## config.mk

```make
export PLATFORM = sky130hd
export DESIGN_NAME = lcd_window_blit_flat
export DESIGN_NICKNAME = d
export VERILOG_FILES = /design/src/rtl/lcd_window_blit_if.sv /design/src/rtl/lcd_window_blit.sv /design/src/flat_wrapper.sv
export SDC_FILE = /design/constraint.sdc
export NUM_CORES = 1
export LEC_CHECK = 0
export ABC_AREA = 1
export BUFFER_PORTS_ARGS = -buffer_cell sky130_fd_sc_hd__buf_2
export CORE_MARGIN = 3
export CORE_UTILIZATION = 55
export CTS_BUF_LIST = sky130_fd_sc_hd__clkbuf_4
export DETAILED_ROUTE_END_ITERATION = 12
export PLACE_DENSITY = 0.83
export SLEW_MARGIN = 0
export SYNTH_ARGS = -nofsm -noshare
export SYNTH_HDL_FRONTEND = slang
export SYNTH_SLANG_ARGS = --single-unit
```

## constraint.sdc

```tcl
create_clock -name clk -period 1.65 [get_ports clk]
set_input_delay 0.0825 -clock clk [delete_from_list [all_inputs] [get_ports clk]]
set_output_delay 0.0825 -clock clk [all_outputs]
set_load 0.03 [all_outputs]
```

## src/rtl/lcd_window_blit_if.sv

```systemverilog
// Bundles the sync/DEN input, ROM fetch port and RGB565 panel output of the window blitter.
interface lcd_window_blit_if #(
  parameter int ADDR_W = 12
);
  logic              in_den;
  logic              in_hsync;
  logic              in_vsync;
  logic [ADDR_W-1:0] rom_addr;
  logic [7:0]        rom_data;
  logic              out_den;
  logic              out_hsync;
  logic              out_vsync;
  logic [4:0]        out_r;
  logic [5:0]        out_g;
  logic [4:0]        out_b;

  modport master (
    input  in_den, in_hsync, in_vsync, rom_data,
    output rom_addr, out_den, out_hsync, out_vsync, out_r, out_g, out_b
  );

  modport slave (
    output in_den, in_hsync, in_vsync, rom_data,
    input  rom_addr, out_den, out_hsync, out_vsync, out_r, out_g, out_b
  );
endinterface

```

## src/rtl/lcd_window_blit.sv

```systemverilog
// Places a scaled ROM image window on a gradient background, keeping sync, DEN
// and color aligned through a fixed ROM_LAT+2 cycle pipeline.
module lcd_window_blit #(
  parameter int WIN_X      = 112,
  parameter int WIN_Y      = 8,
  parameter int WIN_LOG2   = 8,
  parameter int SCALE_LOG2 = 2,
  parameter int ROM_LAT    = 1,
  parameter int ADDR_W     = 2*(WIN_LOG2-SCALE_LOG2)
) (
  input  logic clk,
  input  logic reset,
  lcd_window_blit_if.master bus
);
  localparam int DEPTH = ROM_LAT + 2;
  localparam int TAP   = ROM_LAT + 1;

  logic [10:0]       col;
  logic [9:0]        row;
  logic              locked;
  logic              den_d;
  logic              vsync_d;
  logic [10:0]       rx;
  logic [9:0]        ry;
  logic              hit;
  logic              den_fall;
  logic              vsync_fall;
  logic [15:0]       grad;
  logic [ADDR_W-1:0] addr;
  logic [ADDR_W-1:0] addr_s0;
  logic [DEPTH-1:0]  hit_p;
  logic [DEPTH-1:0]  den_p;
  logic [DEPTH-1:0]  hs_p;
  logic [DEPTH-1:0]  vs_p;
  logic [15:0]       grad_p [DEPTH];
  logic [15:0]       color;

  // Unsigned offsets: columns/rows left of or above the window wrap to large values and miss.
  always_comb begin
    rx         = col - 11'(WIN_X);
    ry         = row - 10'(WIN_Y);
    den_fall   = den_d & ~bus.in_den;
    vsync_fall = vsync_d & ~bus.in_vsync;
    hit        = bus.in_den && locked
                 && ({1'b0, rx} < 12'(2**WIN_LOG2))
                 && ({2'b0, ry} < 12'(2**WIN_LOG2));
    addr       = ADDR_W'({ry[WIN_LOG2-1:SCALE_LOG2], rx[WIN_LOG2-1:SCALE_LOG2]});
    grad       = bus.in_den ? (16'(col) + 16'(row)) : 16'd0;
    color      = hit_p[TAP]
                 ? {bus.rom_data[4:0], bus.rom_data[5:0], bus.rom_data[4:0]}
                 : grad_p[TAP];
  end

  always_ff @(posedge clk) begin
    if (reset) begin
      col     <= '0;
      row     <= '0;
      locked  <= 1'b0;
      den_d   <= 1'b0;
      vsync_d <= 1'b1;
    end else begin
      den_d   <= bus.in_den;
      vsync_d <= bus.in_vsync;
      if (!bus.in_den)
        col <= '0;
      else if (col != 11'h7FF)
        col <= col + 11'd1;
      // A frame start outranks a line end that lands on the same cycle.
      if (vsync_fall) begin
        row    <= '0;
        locked <= 1'b1;
      end else if (den_fall && row != 10'h3FF) begin
        row <= row + 10'd1;
      end
    end
  end

  always_ff @(posedge clk) begin
    if (reset) begin
      hit_p         <= '0;
      den_p         <= '0;
      hs_p          <= '1;
      vs_p          <= '1;
      addr_s0       <= '0;
      bus.rom_addr  <= '0;
      bus.out_den   <= 1'b0;
      bus.out_hsync <= 1'b1;
      bus.out_vsync <= 1'b1;
      bus.out_r     <= '0;
      bus.out_g     <= '0;
      bus.out_b     <= '0;
      for (int i = 0; i < DEPTH; i++) grad_p[i] <= '0;
    end else begin
      hit_p     <= {hit_p[DEPTH-2:0], hit};
      den_p     <= {den_p[DEPTH-2:0], bus.in_den};
      hs_p      <= {hs_p[DEPTH-2:0], bus.in_hsync};
      vs_p      <= {vs_p[DEPTH-2:0], bus.in_vsync};
      grad_p[0] <= grad;
      for (int i = 1; i < DEPTH; i++) grad_p[i] <= grad_p[i-1];
      if (hit)
        addr_s0 <= addr;
      // The ROM address leaves one cycle after sampling so ROM data meets hit_p[TAP].
      if (hit_p[0])
        bus.rom_addr <= addr_s0;
      bus.out_den   <= den_p[TAP];
      bus.out_hsync <= hs_p[TAP];
      bus.out_vsync <= vs_p[TAP];
      bus.out_r     <= color[4:0];
      bus.out_g     <= color[10:5];
      bus.out_b     <= color[15:11];
    end
  end
endmodule

```

## src/flat_wrapper.sv

```systemverilog
// flat-port wrapper written by rule: the top's interface ports become plain ports
module lcd_window_blit_flat 
#(
  parameter int WIN_X      = 112,
  parameter int WIN_Y      = 8,
  parameter int WIN_LOG2   = 8,
  parameter int SCALE_LOG2 = 2,
  parameter int ROM_LAT    = 1,
  parameter int ADDR_W     = 2*(WIN_LOG2-SCALE_LOG2)
)
  (clk, reset, bus_in_den, bus_in_hsync, bus_in_vsync, bus_rom_data, bus_rom_addr, bus_out_den, bus_out_hsync, bus_out_vsync, bus_out_r, bus_out_g, bus_out_b);
  lcd_window_blit_if #(.ADDR_W(ADDR_W)) bus_i ();
  input  logic clk;
  input  logic reset;
  input wire logic [$bits(bus_i.in_den)-1:0] bus_in_den;
  input wire logic [$bits(bus_i.in_hsync)-1:0] bus_in_hsync;
  input wire logic [$bits(bus_i.in_vsync)-1:0] bus_in_vsync;
  input wire logic [$bits(bus_i.rom_data)-1:0] bus_rom_data;
  output wire logic [$bits(bus_i.rom_addr)-1:0] bus_rom_addr;
  output wire logic [$bits(bus_i.out_den)-1:0] bus_out_den;
  output wire logic [$bits(bus_i.out_hsync)-1:0] bus_out_hsync;
  output wire logic [$bits(bus_i.out_vsync)-1:0] bus_out_vsync;
  output wire logic [$bits(bus_i.out_r)-1:0] bus_out_r;
  output wire logic [$bits(bus_i.out_g)-1:0] bus_out_g;
  output wire logic [$bits(bus_i.out_b)-1:0] bus_out_b;
  assign bus_i.in_den = bus_in_den;
  assign bus_i.in_hsync = bus_in_hsync;
  assign bus_i.in_vsync = bus_in_vsync;
  assign bus_i.rom_data = bus_rom_data;
  assign bus_rom_addr = bus_i.rom_addr;
  assign bus_out_den = bus_i.out_den;
  assign bus_out_hsync = bus_i.out_hsync;
  assign bus_out_vsync = bus_i.out_vsync;
  assign bus_out_r = bus_i.out_r;
  assign bus_out_g = bus_i.out_g;
  assign bus_out_b = bus_i.out_b;
  lcd_window_blit #(.WIN_X(WIN_X), .WIN_Y(WIN_Y), .WIN_LOG2(WIN_LOG2), .SCALE_LOG2(SCALE_LOG2), .ROM_LAT(ROM_LAT), .ADDR_W(ADDR_W)) u_core (.clk(clk), .reset(reset), .bus(bus_i));
endmodule
```

== Yosys cells after proc, flatten, opt, wreduce, memory -nomap -nowiden ==
Memory sizes are Yosys's and may differ from the RTL's.
Cells that the tools add are included.
Cells by class
  add/subtract/negate cells: 5
  $lt $le $gt $ge: 2
  eq/ne operators: 2
  mux-type cells: 8
  bitwise logic cells: 7
  reductions and logical operators: 6
Operators by type and width (number)
  $mux W16: 5
  $add A11 B10 Y12: 1
  $add A11 B1 Y11 const B: 1
  $lt A11 B9 Y1 const B: 1
  $ne A11 B11 Y1 const B: 1
  $sub A11 B7 Y11 const B: 1
  $add A10 B1 Y10 const B: 1
  $lt A10 B9 Y1 const B: 1
  $ne A10 B10 Y1 const B: 1
  $sub A10 B4 Y10 const B: 1
  $logic_and A1 B1 Y1: 4
  $reduce_or A2 Y1: 2
  $mux W1: 3
  $or A1 B1 Y1: 3
  $and A1 B1 Y1: 2
  $not A1 Y1: 2
Word-level totals
  bits in registers: 79
  bits in writable memories: 48
  word-level logic and storage cells: 48
  memories kept: 1
Memories
  u_core.grad_p: depth 3, bits a word 16, rd ports 3, clocked after Yosys merged registers in 0, wr ports 3, line lcd_window_blit.sv:35  | logic [15:0] grad_p [DEPTH];

== Depth between registers and ports, before layout ==
  depth after elaboration: 4
  gate-level depth with buffers: 11
  depth with buffers taken out: 10

== Least setup slack after synthesis ==
No wires, ideal clock.
  path type: register -> register
  from: register u_core.row[0]
  to: memory u_core.grad_p[0][8]
  arrival: 1.558 ns
  data required time: 1.580 ns
  path slack: 0.023 ns
  stages on the path, launching flop included: 11
  period minus slack after synthesis: 1.627 ns
  cell sequence: dfxtp_1 > ha_1 > inv_1 > fa_1 > inv_1 > nand3_1 > nand2_1 > nand3_1 > nand2_1 > o21ai_1 > a21oi_1
RTL lines
  from (decl): line lcd_window_blit.sv:19  | logic [9:0] row;
  from (signal assigned): line lcd_window_blit.sv:73  | row <= row + 10'd1;
  to (decl): line lcd_window_blit.sv:35

== Final worst setup path ==
  from: register u_core.row[3]
  to: register u_core.addr_s0[2]
Between the ends
  cells in the longest elaborated chain, start to end: 3
Ends and longest elaborated chain
  $sub A10 B4 Y10: line lcd_window_blit.sv:41  | ry = row - 10'(WIN_Y);
  net u_core.ry[3]: line lcd_window_blit.sv:24  | logic [9:0] ry;
  $lt A10 B9 Y1: line lcd_window_blit.sv:46  | && ({2'b0, ry} < 12'(2**WIN_LOG2));
  $logic_and A1 B1 Y1: line lcd_window_blit.sv:46
  to (signal assigned): line lcd_window_blit.sv:101  | addr_s0 <= addr;
  to (decl): line lcd_window_blit.sv:30  | logic [ADDR_W-1:0] addr_s0;
The timed path passes the listed nets, and every way through them passes these cells.
A chain may end at the register's enable or synchronous reset.

==> flow_summary.toml <==
[synth]
synth_sequential_area_ratio_pct = 48.5
synth_net_count = 618
syn_inst = 589
synth.top_cell.area_share_pct = 48.5
postSynthRegisterBits = 113
syn_area_sq_mm = 0.00466
ys_warn_count = 0
synthDominantAreaCellType = "dfxtp_1"
syn-mean-instance-area_sq_um = 7.91
synth_area_leaders = "dfxtp_1 (49%), nand2_1 (7.8%), nor2_1 (7.8%)"
synth_cell_types = 36

[setup_path]
worst_setup_path_start_kind = "flip-flop"
worst-path-max-fanout = 25
crit_type = "flip-flop to flip-flop"
worstPathArrival_ps = 2100
r2r_cells = 8
end_kind = "flip-flop"
regToRegSetupSlack_ps = -60
worstPathRequired_ps = 2050

[sta]
timing.fmax_mhz = 586
setup-violations-final = 1
worst-slew-pin-transition_ps = 485
period_needed_ps = 1710
finalHoldViolCount = 0
worst_clock_skew_ps = 17.5
postLayoutSetupSlackWorst_ps = -56.5
slew_headroom_pct = 67.6
timing.final.crit_share_pct = 103
rsz0062_at_grt = "yes"
final-max-slew-violation-count = 0

[floorplanning]
num_io_pins = 44
initial_core_utilization_pct = 58.5
area_of_the_core_sq_mm = 0.00797
floorplan.die_area_sq_mm = 0.00961
dieHeight_um = 98.1
rows = 32
width_of_the_chip_um = 98.1

[final_layout]
finish.net_count = 708
synthToLayoutAreaGrowth_pct = 23.0
final_core_utilization_pct = 71.9
post_route_cells_drive_above_1_share_pct = 27.7
diodes = 0
fillers = 506

[pwr]
net_switching_fraction_of_the_power_pct = 26.4
power_per_cell_area_mw_per_mm2 = 849
p_comb_share_pct = 2.9
totalPowerFinal_mw = 4.87
leakagePower_nw = 2.64
clockPowerShare_pct = 40.5
internal_power_mw = 3.58
sequentialPowerShare_pct = 56.5
ir_worst_vdd_v = 0.000452
netSwitchingPower_mw = 1.28

[cts]
ctsHtreeMaxLevel = 4
clk_pin_slew_worst_paths_ps = 110
tritoncts = "done"
cts_buffers = 17
clock_tree.root_cell = "clkbuf_4"
clock_insertion_delay_worst_skew_ps = 510
cts_sinks = 113
clk_path_buf_depth = 2

[routing]
dr.pass1.iters = 6
drtAntennaViolNets = 0
vias = 4266
drt-total-wl_mm = 11.5
wl_per_cell_um = 14.5
drc = 0
route.detailed.vias_per_inst = 5.37
initialDrtViolationCount = 298

[run_status]
failed_checks = "setup timing"
status = "finished with violations"

[grt]
antenna_found_initial = 0
vias_in_the_first_global_route = 4111
grt_max_degree = 38
grt_remaining_overflow = 0
grt_first_pass_wirelength_mm = 18.3
gr-usage-all-layers_pct = 23.6

[place]
detailedPlace.worstSlack_ps = -11.5
gp_routability_congestion = 0.912
port_buffers = 41
dp_hpwl_mm = 7.11

[run]
maxCapViolCount = 0

[worst_hold_path]
whs_path_depth = 3
hold_class = "input pin to flip-flop"
==> area by class of cell <==
class	count	area [sq um]	share of cell area [%]
Sequential cell	113	2290	39.9
Timing Repair Buffer	94	662	11.6
Multi-Input combinational cell	380	2100	36.6
Tap cell	102	128	2.23
Inverter	73	278	4.85
Clock buffer	17	128	2.23
Clock inverter	15	150	2.62
==> final timing paths <==
| check | from | to |
|---|---|---|
| worst max-delay path | u_core.row[3] | u_core.addr_s0[2] |
| worst min-delay path | bus_in_den | u_core.col[1] |
| worst max register to register | u_core.row[3] | u_core.addr_s0[2] |
| worst min register to register | u_core.grad_p[0][22] | u_core.grad_p[0][38] |
==> routing by layer <==
metal	track usage (%)	share of wire [%]	vias up
met5	0	0	-
met4	11.4	4.1	0
met3	6.14	6.0	52
met2	42.3	52	185
met1	25.7	38	1984
li1	-	-	2045
==> sequential cells by signal (all words and copies together) (netlist names) <==
signal / cells
u_core.addr_s0: 12
u_core.bus.out_b: 5
u_core.bus.out_den: 1
u_core.bus.out_g: 6
u_core.bus.out_hsync: 1
u_core.bus.out_r: 5
u_core.bus.out_vsync: 1
u_core.bus.rom_addr: 12
u_core.col: 11
u_core.den_p: 3
u_core.grad_p: 36
u_core.hit_p: 3
u_core.hs_p: 3
u_core.locked: 1
u_core.row: 10
u_core.vs_p: 3
==> cell usage after synthesis (all sizes together) <==
cell type / number
a31o: 6
nand3: 41
or2: 7
xnor2: 4
nand4: 4
a21oi: 47
nand2: 101
inv: 73
ha: 15
buf: 14
xor2: 11
nand3b: 1
and3: 1
clkbuf: 9
nor3: 8
a21o: 1
nor2: 102
dfxtp: 113
o21ai: 28
fa: 1
a31oi: 2
==> per-stage QoR <==
stage | setup TNS [ps] | area (sq um) | instances | hold slack, ps
2_1_floorplan | 0 | 4660 | 589 | 186
3_3_place_gp | 0 | 5130 | 743 | 275
3_5_place_dp | -25.4 | 5130 | 743 | 282
4_1_cts | 0 | 5540 | 788 | 64.2
5_1_grt | -1100 | 5730 | 794 | 99.2
6_report | -56.5 | 5730 | 794 | 93.6
==> cells in the final DEF (no fill, tap or decap), types with 8 or more instances in the layout <==
master	Yosys	final
nand2_2	4	8
dfxtp_1	113	97
buf_2	4	41
dfxtp_2	0	14
o21ai_0	20	19
inv_1	67	66
buf_4	4	38
o21ai_1	8	8
clkbuf_4	0	17
nand3_1	37	34
dlygate4sd3_1	0	12
nor2_1	97	96
nand2_1	97	92
xor2_1	11	11
a21oi_1	45	40
==> worst max-delay path, cell delays in order, from the launching register on <==
cell	delay [ps]
dfxtp_2	390
inv_1	130
buf_4	140
nand3_1	100
o21ai_1	280
nor2_4	60
buf_12	160
a21oi_1	230
nor2_1	100
==> power by group through the flow <==
stage / Sequential (mW) / Clock (mW) / Combinational (mW)
finish: 2.75 / 1.97 / 0.142
global route: 2.75 / 2.11 / 0.156
CTS: 2.75 / 1.99 / 0.135
detailed placement: 2.81 / 0 / 0.114
global placement: 2.81 / 0 / 0.111
floorplan: 2.82 / 0 / 0.0725
==> what timing repair did <==
action,in CTS,in global routing
gates resized for setup,6,47
endpoints found under the hold margin,20,0
hold buffers,12,0
pin swaps,2,7
setup buffers,1,6
endpoints found under the setup margin,12,39
==> logic make-up after synthesis <==
logic type,Yosys count,synth area share (%)
simple gates,265,25.4
buf+inv,96,9.05
xor+xnor,15,2.82
flops,113,48.5
fa+ha+maj,16,4.46
compound gates,84,9.77
(Power assumes the default switching activity.)
